## src/rtl/seg7_pkg.sv

```systemverilog
// Shared definitions for the seven-segment display path: glyphs, digit count,
// page/edit-field encodings and the latched frame record.
// Pure declarations; no logic, no latency, no flow control.
package seg7_pkg;

  localparam int NUM_DIGITS = 4;

  // Active-low cathode patterns, bit order {g,f,e,d,c,b,a}.
  localparam logic [6:0] SEG_0     = 7'b1000000;
  localparam logic [6:0] SEG_1     = 7'b1111001;
  localparam logic [6:0] SEG_2     = 7'b0100100;
  localparam logic [6:0] SEG_3     = 7'b0110000;
  localparam logic [6:0] SEG_4     = 7'b0011001;
  localparam logic [6:0] SEG_5     = 7'b0010010;
  localparam logic [6:0] SEG_6     = 7'b0000010;
  localparam logic [6:0] SEG_7     = 7'b1111000;
  localparam logic [6:0] SEG_8     = 7'b0000000;
  localparam logic [6:0] SEG_9     = 7'b0010000;
  localparam logic [6:0] SEG_DASH  = 7'b0111111;
  localparam logic [6:0] SEG_BLANK = 7'b1111111;

  typedef enum logic {
    PAGE_HHMM = 1'b0,
    PAGE_MMSS = 1'b1
  } page_e;

  typedef enum logic {
    POS_MIN  = 1'b0,
    POS_HOUR = 1'b1
  } pos_e;

  // Snapshot of everything the display needs for one full scan.
  typedef struct packed {
    logic [3:0] h2;
    logic [3:0] h1;
    logic [3:0] m2;
    logic [3:0] m1;
    logic [3:0] s2;
    logic [3:0] s1;
    pos_e       pos;
    logic       edit_en;
    page_e      page;
  } frame_t;

endpackage

```

## src/rtl/bcd_to_seg7.sv

```systemverilog
// BCD digit to active-low seven-segment glyph; codes 10..15 render as a dash.
// Latency: purely combinational.
// Backpressure: none.
// Ports: bcd [3:0] digit in; seg [6:0] cathodes out, {g,f,e,d,c,b,a}, active low.
module bcd_to_seg7
  import seg7_pkg::*;
(
  input  logic [3:0] bcd,
  output logic [6:0] seg
);

  always_comb begin
    seg = SEG_DASH;
    case (bcd)
      4'd0:    seg = SEG_0;
      4'd1:    seg = SEG_1;
      4'd2:    seg = SEG_2;
      4'd3:    seg = SEG_3;
      4'd4:    seg = SEG_4;
      4'd5:    seg = SEG_5;
      4'd6:    seg = SEG_6;
      4'd7:    seg = SEG_7;
      4'd8:    seg = SEG_8;
      4'd9:    seg = SEG_9;
      default: seg = SEG_DASH;
    endcase
  end

endmodule

```

## src/rtl/seg7_scan_driver.sv

```systemverilog
// Time-multiplexed 4-digit common-anode driver with frame latch, guard blanking,
// edit blink and leading-zero suppression. Latency: outputs registered, 1 cycle.
// Backpressure: none; free-running scan, inputs are sampled once per frame.
// Ports: clk, rst_n (async, active low); h2..s1 BCD digits; pos (1 = hours field),
//        edit_en (blink enable), page_sel (0 = HH:MM, 1 = MM:SS);
//        an[3:0] anodes active low (an[0] rightmost), seg[6:0] {g..a} and dp, active low.
module seg7_scan_driver
  import seg7_pkg::*;
#(
  parameter int CLK_HZ     = 100_000_000,
  parameter int REFRESH_HZ = 4000,
  parameter int BLINK_HZ   = 2,
  parameter int GUARD_CYC  = 16,
  parameter bit LZ_BLANK   = 1'b1
) (
  input  logic                  clk,
  input  logic                  rst_n,
  input  logic [3:0]            h2,
  input  logic [3:0]            h1,
  input  logic [3:0]            m2,
  input  logic [3:0]            m1,
  input  logic [3:0]            s2,
  input  logic [3:0]            s1,
  input  logic                  pos,
  input  logic                  edit_en,
  input  logic                  page_sel,
  output logic [NUM_DIGITS-1:0] an,
  output logic [6:0]            seg,
  output logic                  dp
);

  // TICK_DIV must be at least 4 and larger than GUARD_CYC.
  localparam int TICK_DIV   = CLK_HZ / REFRESH_HZ;
  localparam int HALF_BLINK = CLK_HZ / (2 * BLINK_HZ);
  localparam int SLOT_W     = $clog2(TICK_DIV);
  localparam int BLINK_W    = (HALF_BLINK > 1) ? $clog2(HALF_BLINK) : 1;
  localparam int IDX_W      = $clog2(NUM_DIGITS);

  localparam logic [SLOT_W-1:0]  SLOT_LAST  = SLOT_W'(TICK_DIV - 1);
  localparam logic [SLOT_W-1:0]  GUARD_END  = SLOT_W'(GUARD_CYC);
  localparam logic [BLINK_W-1:0] BLINK_LAST = BLINK_W'(HALF_BLINK - 1);
  localparam logic [IDX_W-1:0]   IDX_LAST   = IDX_W'(NUM_DIGITS - 1);
  localparam logic [IDX_W-1:0]   IDX_COLON  = IDX_W'(2);

  logic [SLOT_W-1:0]  slot_cnt;
  logic [IDX_W-1:0]   idx;
  logic [BLINK_W-1:0] blink_cnt;
  logic               blink_phase;
  frame_t             frame_q;

  logic               slot_last;
  logic               frame_last;
  logic [3:0]         digit;
  logic [6:0]         glyph;
  logic               field_hit;
  logic               blanked;
  logic               lit;
  logic [NUM_DIGITS-1:0] an_nxt;
  logic [6:0]         seg_nxt;
  logic               dp_nxt;

  assign slot_last  = (slot_cnt == SLOT_LAST);
  assign frame_last = slot_last && (idx == IDX_LAST);

  // Slot counter and digit index.
  always_ff @(posedge clk or negedge rst_n) begin
    if (!rst_n) begin
      slot_cnt <= '0;
      idx      <= '0;
    end else if (slot_last) begin
      slot_cnt <= '0;
      idx      <= (idx == IDX_LAST) ? '0 : idx + 1'b1;
    end else begin
      slot_cnt <= slot_cnt + 1'b1;
    end
  end

  // Blink half-period counter; runs independently of the scan.
  always_ff @(posedge clk or negedge rst_n) begin
    if (!rst_n) begin
      blink_cnt   <= '0;
      blink_phase <= 1'b0;
    end else if (blink_cnt == BLINK_LAST) begin
      blink_cnt   <= '0;
      blink_phase <= ~blink_phase;
    end else begin
      blink_cnt <= blink_cnt + 1'b1;
    end
  end

  // Inputs are captured only at the very end of the idx=3 slot, so a whole
  // scan always shows one coherent time value.
  always_ff @(posedge clk or negedge rst_n) begin
    if (!rst_n) begin
      frame_q <= '0;
    end else if (frame_last) begin
      frame_q.h2      <= h2;
      frame_q.h1      <= h1;
      frame_q.m2      <= m2;
      frame_q.m1      <= m1;
      frame_q.s2      <= s2;
      frame_q.s1      <= s1;
      frame_q.pos     <= pos_e'(pos);
      frame_q.edit_en <= edit_en;
      frame_q.page    <= page_e'(page_sel);
    end
  end

  always_comb begin
    digit = frame_q.m1;
    if (frame_q.page == PAGE_HHMM) begin
      case (idx)
        2'd3:    digit = frame_q.h2;
        2'd2:    digit = frame_q.h1;
        2'd1:    digit = frame_q.m2;
        default: digit = frame_q.m1;
      endcase
    end else begin
      case (idx)
        2'd3:    digit = frame_q.m2;
        2'd2:    digit = frame_q.m1;
        2'd1:    digit = frame_q.s2;
        default: digit = frame_q.s1;
      endcase
    end
  end

  bcd_to_seg7 u_dec (
    .bcd (digit),
    .seg (glyph)
  );

  // idx[MSB] selects the left pair (idx 3,2). On HH:MM the left pair is hours,
  // on MM:SS it is minutes; the hours field has no digits on MM:SS.
  always_comb begin
    field_hit = 1'b0;
    if (frame_q.page == PAGE_HHMM) begin
      field_hit = (frame_q.pos == POS_HOUR) ? idx[IDX_W-1] : !idx[IDX_W-1];
    end else begin
      field_hit = (frame_q.pos == POS_MIN) && idx[IDX_W-1];
    end
  end

  always_comb begin
    blanked = (frame_q.edit_en && blink_phase && field_hit) ||
              (LZ_BLANK && (frame_q.page == PAGE_HHMM) &&
               (idx == IDX_LAST) && (frame_q.h2 == 4'd0));
    lit     = (slot_cnt >= GUARD_END) && !blanked;
    an_nxt  = lit ? ~(NUM_DIGITS'(1) << idx) : '1;
    // The cathodes switch to the new digit while anodes are still off in the
    // guard window, so they have settled before the anode turns on.
    seg_nxt = blanked ? SEG_BLANK : glyph;
    dp_nxt  = !(lit && (idx == IDX_COLON));
  end

  always_ff @(posedge clk or negedge rst_n) begin
    if (!rst_n) begin
      an  <= '1;
      seg <= SEG_BLANK;
      dp  <= 1'b1;
    end else begin
      an  <= an_nxt;
      seg <= seg_nxt;
      dp  <= dp_nxt;
    end
  end

endmodule

```

## config.mk

```make
export PLATFORM = sky130hd
export DESIGN_NAME = seg7_scan_driver
export DESIGN_NICKNAME = d
export VERILOG_FILES = /design/src/rtl/seg7_pkg.sv /design/src/rtl/bcd_to_seg7.sv /design/src/rtl/seg7_scan_driver.sv
export SDC_FILE = /design/constraint.sdc
export NUM_CORES = 1
export LEC_CHECK = 0
export CAP_MARGIN = 15
export CORE_ASPECT_RATIO = 0.75
export CORE_UTILIZATION = 55
export DETAILED_ROUTE_END_ITERATION = 10
export PLACE_DENSITY = 0.78
export SETUP_SLACK_MARGIN = 0.4
export SYNTH_ARGS = -nofsm -noshare
export SYNTH_HDL_FRONTEND = slang
export SYNTH_SLANG_ARGS = --single-unit
export TNS_END_PERCENT = 1
```

## constraint.sdc

```tcl
create_clock -name clk -period 4.23 [get_ports clk]
set_input_delay 0.6345 -clock clk [delete_from_list [all_inputs] [get_ports clk]]
set_output_delay 0.6345 -clock clk [all_outputs]
set_load 0.005 [all_outputs]
```

==> impl_metrics.env, run 1 <==
export IMPL_synth_async_reset_ratio_pct=100
export IMPL_vias=2712
export IMPL_core_area_mm2=0.00690
export IMPL_synth_mux_area_share_pct=10.0
export IMPL_syn_avg_cell_area_um2=11.4
export IMPL_max_freq_mhz=385
export IMPL_start_util_pct=57.7
export IMPL_maxCapViolations=0
export IMPL_synth_compound_area_share_pct=7.17
export IMPL_drc=0
export IMPL_arrival_ns=2.88
export IMPL_grt_overflow=0
export IMPL_p_sw_uw=336
export IMPL_sw_frac_of_total_pct=21.7
export IMPL_fin_nets=430
export IMPL_layout_commonest_cell="dfrtp_1"
export IMPL_grt_pass1_vias=2464
export IMPL_worstSetupStartpointType="flop"
export IMPL_stdcell_area_mm2=0.00464
export IMPL_synth_top_family_by_area="simple AND/OR/NAND/NOR gates"
export IMPL_grt_start_max_net_pins=82
export IMPL_fin_ws_ns=1.63
export IMPL_p_int_uw=1210
export IMPL_cts_sinks=81
export IMPL_grt_use_total_pct=22.0
export IMPL_required_ns=4.51
export IMPL_wl_per_cell_um=15.8
export IMPL_power_density_mw_per_mm2=334
export IMPL_end_kind="flop"
export IMPL_leakagePower_uw=0.00208
export IMPL_clkSlewWorstSetupHoldPaths_ns=0.08
export IMPL_finalSetupTns_ns=0
export IMPL_mostFrequentLayoutCells="dfrtp_1, clkdlybuf4s50_1, nor2_1"
export IMPL_hold_path_class="primary input to async pin"
export IMPL_yosys_register_bits=81
export IMPL_drt_wl_total_mm=7.76
export IMPL_synth_edff_count=0
export IMPL_power_frac_comb_pct=7.2
export IMPL_dr_pass1_iters=4
export IMPL_port_buffers=40
export IMPL_syn_area_mm2=0.00398
export IMPL_run_status="finished, final reports clean"
export IMPL_antenna_cells=0
export IMPL_power_share_clock_pct=40.1
export IMPL_synth_xor_area_share_pct=7.93
export IMPL_rsz0062_at_grt="false"
export IMPL_critical_path_class="flop to flop"
export IMPL_synth_nets=391
export IMPL_hold_buffers=0
export IMPL_cts_tree="done"
export IMPL_yosys_warnings=0
export IMPL_finalSetupViolCount=0
export IMPL_die_h_um=75.6
export IMPL_syn_inst=350
export IMPL_slew_violations=0
export IMPL_grt_pass1_wl_mm=12.4
export IMPL_avgViaCountPerCell=5.52
export IMPL_yosysSeqAreaShare_pct=51.3
export IMPL_fin_crit_sh_pct=61.5
export IMPL_root_buffer="clkbuf_8"
export IMPL_pin_count=41
export IMPL_dp_hpwl_mm=5.34
export IMPL_synthToLayoutAreaGrowth_pct=16.7
export IMPL_gp_congestion=0.871
export IMPL_cts_path_max_buffers=2
export IMPL_peakVddDrop_mv=0.195
export IMPL_die_w_um=100
export IMPL_antenna_found_initial=0
export IMPL_post_cts_buffers=0
export IMPL_dieArea_mm2=0.00758
export IMPL_htree_num_levels=3
export IMPL_synthAdderAreaFrac_pct=3.77
export IMPL_synth_simple_gate_area_share_pct=16.5
export IMPL_drive_gt1_share_pct=15.0
export IMPL_ant_nets=0
export IMPL_seq_power_share_pct=52.6
export IMPL_period_needed_ns=2.60
export IMPL_worstSkewPairLatency_ns=0.36
export IMPL_synth_flop_cell="dfrtp_1"
export IMPL_cts_resized=0
export IMPL_dpl_worst_slack_ns=1.62
export IMPL_place_area_mm2=0.00442
export IMPL_tightest_slew_ns=1.08
export IMPL_critPathMaxFanout=15
export IMPL_ys_types=46
export IMPL_cts_buffers=9
export IMPL_drtIter0Drc=166
export IMPL_rows=26
export IMPL_power_uw=1550
export IMPL_relSlewSlack_pct=27.3
export IMPL_skew_ns=0.00983
export IMPL_finalHoldViolCount=0
-- final timing paths --
check	startpoint	endpoint	slack, ns	cells past startpoint
min in group clk	blink_phase$_DFFE_PN0N_	blink_phase$_DFFE_PN0N_	0.47	1
max	idx[0]$_DFFE_PN0N_	seg[0]$_DFF_PN1_	1.63	7
min	rst_n	blink_cnt[20]$_DFF_PN0_	0.42	1
max in group asynchronous	rst_n	slot_cnt[2]$_DFF_PN0_	3.17	1
min reg2reg	blink_phase$_DFFE_PN0N_	blink_phase$_DFFE_PN0N_	0.47	1
max reg2reg	idx[0]$_DFFE_PN0N_	seg[0]$_DFF_PN1_	1.63	7
-- flip-flops by register name, indices dropped and copies added, names as in the netlist --
signal and count:
frame_q 27, dp 1, seg 7, an 3, idx 2, blink_phase 1, blink_cnt 25, slot_cnt 15
-- logic make-up (layout without fill, tap and decap cells) --
family,count (synthesis),after routing
fa+ha+maj,12,12
compound gates,41,41
buf+inv,27,70
mux,29,29
flops,81,81
simple gates,124,124
xor+xnor,36,36
-- final cells by class --
cell class	instances	area (um2)
Multi-Input combinational cell	242	1810
Timing Repair Buffer	40	398
Sequential cell	81	2040
Clock buffer	11	141
Inverter	15	56.3
Fill cell	545	2250
Clock inverter	4	76.3
Tap cell	98	123
-- through the flow --
stage / std cells / hold WS (ns) / util, %
3_3_place_gp: 476 / 0.461 / 64.2
6_report: 491 / 0.425 / 67.3
2_1_floorplan: 350 / 0.339 / -
5_1_grt: 491 / 0.520 / 67.3
3_5_place_dp: 476 / 0.459 / 64.2
4_1_cts: 491 / 0.472 / 67.3
-- worst max-delay path, cell delays in order (launching register included) --
cell and delay [ns]:
dfrtp_1 0.42, inv_1 0.13, ha_1 0.48, nor2b_1 0.19, a21oi_1 0.06, a21oi_1 0.49
and4b_1 0.28, or4_1 0.47
-- routing by layer --
layer / track usage [%] / up-vias / routed length (um)
met5: 0 / - / 0
met4: 8.05 / 0 / 82
met3: 5.14 / 8 / 364
met2: 29.7 / 66 / 3280
met1: 34.3 / 1333 / 4020
li1: - / 1305 / -
-- power groups by stage --
stage	clock [uW]	sequential [uW]	combinational [uW]
floorplan	0	826	46.8
global placement	0	830	110
detailed placement	0	831	113
CTS	637	816	113
global route	659	819	124
finish	623	816	112
-- cell usage after synthesis (2+ instances only) --
| master | instances | area share, % |
|---|---|---|
| nor4_1 | 6 | 0.94 |
| buf_2 | 5 | 0.63 |
| nand4_1 | 8 | 1.3 |
| and4b_1 | 2 | 0.50 |
| mux2_4 | 20 | 7.5 |
| dfrtp_1 | 70 | 44 |
| xor2_1 | 14 | 3.1 |
| buf_4 | 2 | 0.38 |
| nand3_1 | 17 | 2.1 |
| buf_6 | 2 | 0.57 |
| mux2_2 | 7 | 2.0 |
| o211a_1 | 2 | 0.50 |
| nand2b_1 | 3 | 0.47 |
| xnor2_1 | 22 | 4.8 |
| a31oi_2 | 2 | 0.63 |
| ha_1 | 12 | 3.8 |
| dfstp_2 | 11 | 7.3 |
| and2_1 | 2 | 0.31 |
| inv_1 | 15 | 1.4 |
| nand2_1 | 21 | 2.0 |
| or3_1 | 2 | 0.31 |
| and3_1 | 5 | 0.79 |
| a221oi_1 | 3 | 0.66 |
| mux2i_1 | 2 | 0.50 |
| or4_1 | 3 | 0.57 |
| nor2_1 | 29 | 2.7 |
| a22oi_1 | 8 | 1.5 |
| clkbuf_1 | 3 | 0.28 |
| o21ai_0 | 4 | 0.50 |
| o21bai_1 | 2 | 0.38 |
| nor3_1 | 15 | 1.9 |
| and4_1 | 2 | 0.44 |
| nor2b_1 | 3 | 0.47 |
| a21oi_1 | 14 | 1.8 |
Note: power is estimated with default switching activity, not from simulation.
==> run 2: changes to the inputs <==
Clock period 4.23 ns to 2.7 ns, I/O delays scaled along.
==> run 2 against run 1 <==
  * Sequential share of layout area is 1.6 points lower
  * Non-clock buffer count is 9 higher
  * Die area stayed put
  * Global-route usage is 0.37 points higher
  * Clock skew is 0.0026 ns lower
  * Final area is 3.9% higher
  * Critical path depth is 1 higher
==> impl_metrics.env, run 2 (same netlist as run 1, synthesis figures left out) <==
export IMPL_skew_ns=0.00718
export IMPL_worstSkewPairLatency_ns=0.36
export IMPL_gp_congestion=0.885
export IMPL_root_buffer="clkbuf_8"
export IMPL_htree_num_levels=3
export IMPL_clkSlewWorstSetupHoldPaths_ns=0.09
export IMPL_avgViaCountPerCell=5.46
export IMPL_grt_use_total_pct=22.4
export IMPL_dr_pass1_iters=4
export IMPL_run_status="finished, final reports clean"
export IMPL_synthToLayoutAreaGrowth_pct=21.2
export IMPL_port_buffers=40
export IMPL_rows=26
export IMPL_slew_violations=0
export IMPL_drtIter0Drc=248
export IMPL_critical_path_class="flop to flop"
export IMPL_mostFrequentLayoutCells="dfrtp_1, clkdlybuf4s50_1, nor2_1"
export IMPL_pin_count=41
export IMPL_grt_start_max_net_pins=82
export IMPL_finalSetupViolCount=0
export IMPL_cts_path_max_buffers=2
export IMPL_core_area_mm2=0.00690
export IMPL_worstSetupStartpointType="flop"
export IMPL_layout_commonest_cell="dfrtp_1"
export IMPL_arrival_ns=2.50
export IMPL_r2r_cells=8
export IMPL_tightest_slew_ns=0.992
export IMPL_finalHoldViolCount=0
export IMPL_cts_sinks=81
export IMPL_dp_hpwl_mm=5.33
export IMPL_antenna_cells=0
export IMPL_final_util_pct=69.9
export IMPL_multi_input_area_mm2=0.00191
export IMPL_grt_pass1_wl_mm=12.5
export IMPL_die_w_um=100
export IMPL_ant_nets=0
export IMPL_maxCapViolations=0
export IMPL_required_ns=2.98
export IMPL_antenna_found_initial=0
export IMPL_die_h_um=75.6
export IMPL_rsz0062_at_grt="false"
export IMPL_wl_per_cell_um=16.2
export IMPL_end_kind="flop"
export IMPL_largest_registers="frame_q x27, blink_cnt x25, slot_cnt x15"
export IMPL_hold_path_class="primary input to async pin"
export IMPL_max_freq_mhz=451
export IMPL_drt_wl_total_mm=8.12
export IMPL_relSlewSlack_pct=33.9
export IMPL_cts_tree="done"
export IMPL_critPathMaxFanout=9
export IMPL_peakVddDrop_mv=0.395
export IMPL_cts_buffers=9
export IMPL_grt_overflow=0
export IMPL_top_register="frame_q"
export IMPL_largest_register_ffs=27
export IMPL_finalSetupTns_ns=0
export IMPL_power_uw=2460
export IMPL_dpl_worst_slack_ns=0.189
export IMPL_holdWs_ns=0.199
export IMPL_regToRegEndpoint="seg[3]$_DFF_PN1_"
export IMPL_leakagePower_uw=0.00214
export IMPL_period_needed_ns=2.22
export IMPL_power_density_mw_per_mm2=511
export IMPL_fin_crit_sh_pct=82.2
export IMPL_r2r_slack_ns=0.48
export IMPL_rr_startpoint="idx[1]$_DFFE_PN0N_"
export IMPL_vias=2736
export IMPL_fillers=496
export IMPL_grt_pass1_vias=2501
export IMPL_seq_area_mm2=0.00204
export IMPL_drive_gt1_share_pct=20.3
export IMPL_start_util_pct=57.7
export IMPL_drc=0
export IMPL_dieArea_mm2=0.00758
export IMPL_fin_ws_ns=0.482
export IMPL_fin_nets=439
[run 2: cell count changes in the layout (fill, tap and decap cells not counted), sizes merged]
cell | before | now
buf | 1 | 9
clkinv | 0 | 2
clkbuf | 11 | 10
inv | 16 | 17
[run 2: what timing repair did]
| action | CTS | global route |
|---|---|---|
| resized for setup | 14 | 5 |
| setup endpoints to repair | 6 | 4 |
| buffers inserted | 0 | 6 |
| hold buffers | 0 | 0 |
[run 2: final cells by class]
cell class              instances  area share [%]
well taps                      98            2.54
clock buffers                   9            2.57
inverters                      15            1.17
clock inverters                 7            2.13
multi-input cells             242            39.6
repair buffers                 49            9.65
flip-flops and latches         81            42.4
[run 2: how the worst max path moves through the flow]
stage / start / endpoint / cells past startpoint
after floorplan: idx[0]$_DFFE_PN0N_ / seg[3]$_DFF_PN1_ / 9
after global placement: idx[0]$_DFFE_PN0N_ / seg[3]$_DFF_PN1_ / 8
after detailed placement: idx[1]$_DFFE_PN0N_ / seg[3]$_DFF_PN1_ / 8
after CTS: idx[1]$_DFFE_PN0N_ / seg[3]$_DFF_PN1_ / 8
after global routing: idx[1]$_DFFE_PN0N_ / seg[3]$_DFF_PN1_ / 8
final: idx[1]$_DFFE_PN0N_ / seg[3]$_DFF_PN1_ / 8
[run 2: stage by stage]
step | cells | cell area [um2]
final | 501 | 4820
after global routing | 501 | 4820
after CTS | 495 | 4750
after detailed placement | 479 | 4450
after global placement | 479 | 4450
after floorplan | 350 | 3980
[run 2: critical path, cell delays in order (launching register included)]
cell      delay (ns)
dfrtp_2         0.43
buf_4           0.16
ha_4            0.19
a22oi_1         0.29
a221oi_4        0.11
a31oi_4         0.29
ha_1            0.20
a21oi_1         0.07
or4_1           0.40
[run 2: metal layers]
| metal | global-route usage (%) | part of all wire (%) | vias to the layer above |
|---|---|---|---|
| met4 | 7.73 | 0.92 | 0 |
| met2 | 30.2 | 43 | 75 |
| met5 | 0 | 0 | - |
| met3 | 6.24 | 6.0 | 8 |
| met1 | 34.4 | 50 | 1327 |
| li1 | - | - | 1326 |
[run 2: power by group]
group	internal [uW]	total [uW]	switching, uW
clock	530	998	468
sequential	1260	1280	27.7
combinational	110	184	74.0
total	1890	2460	570
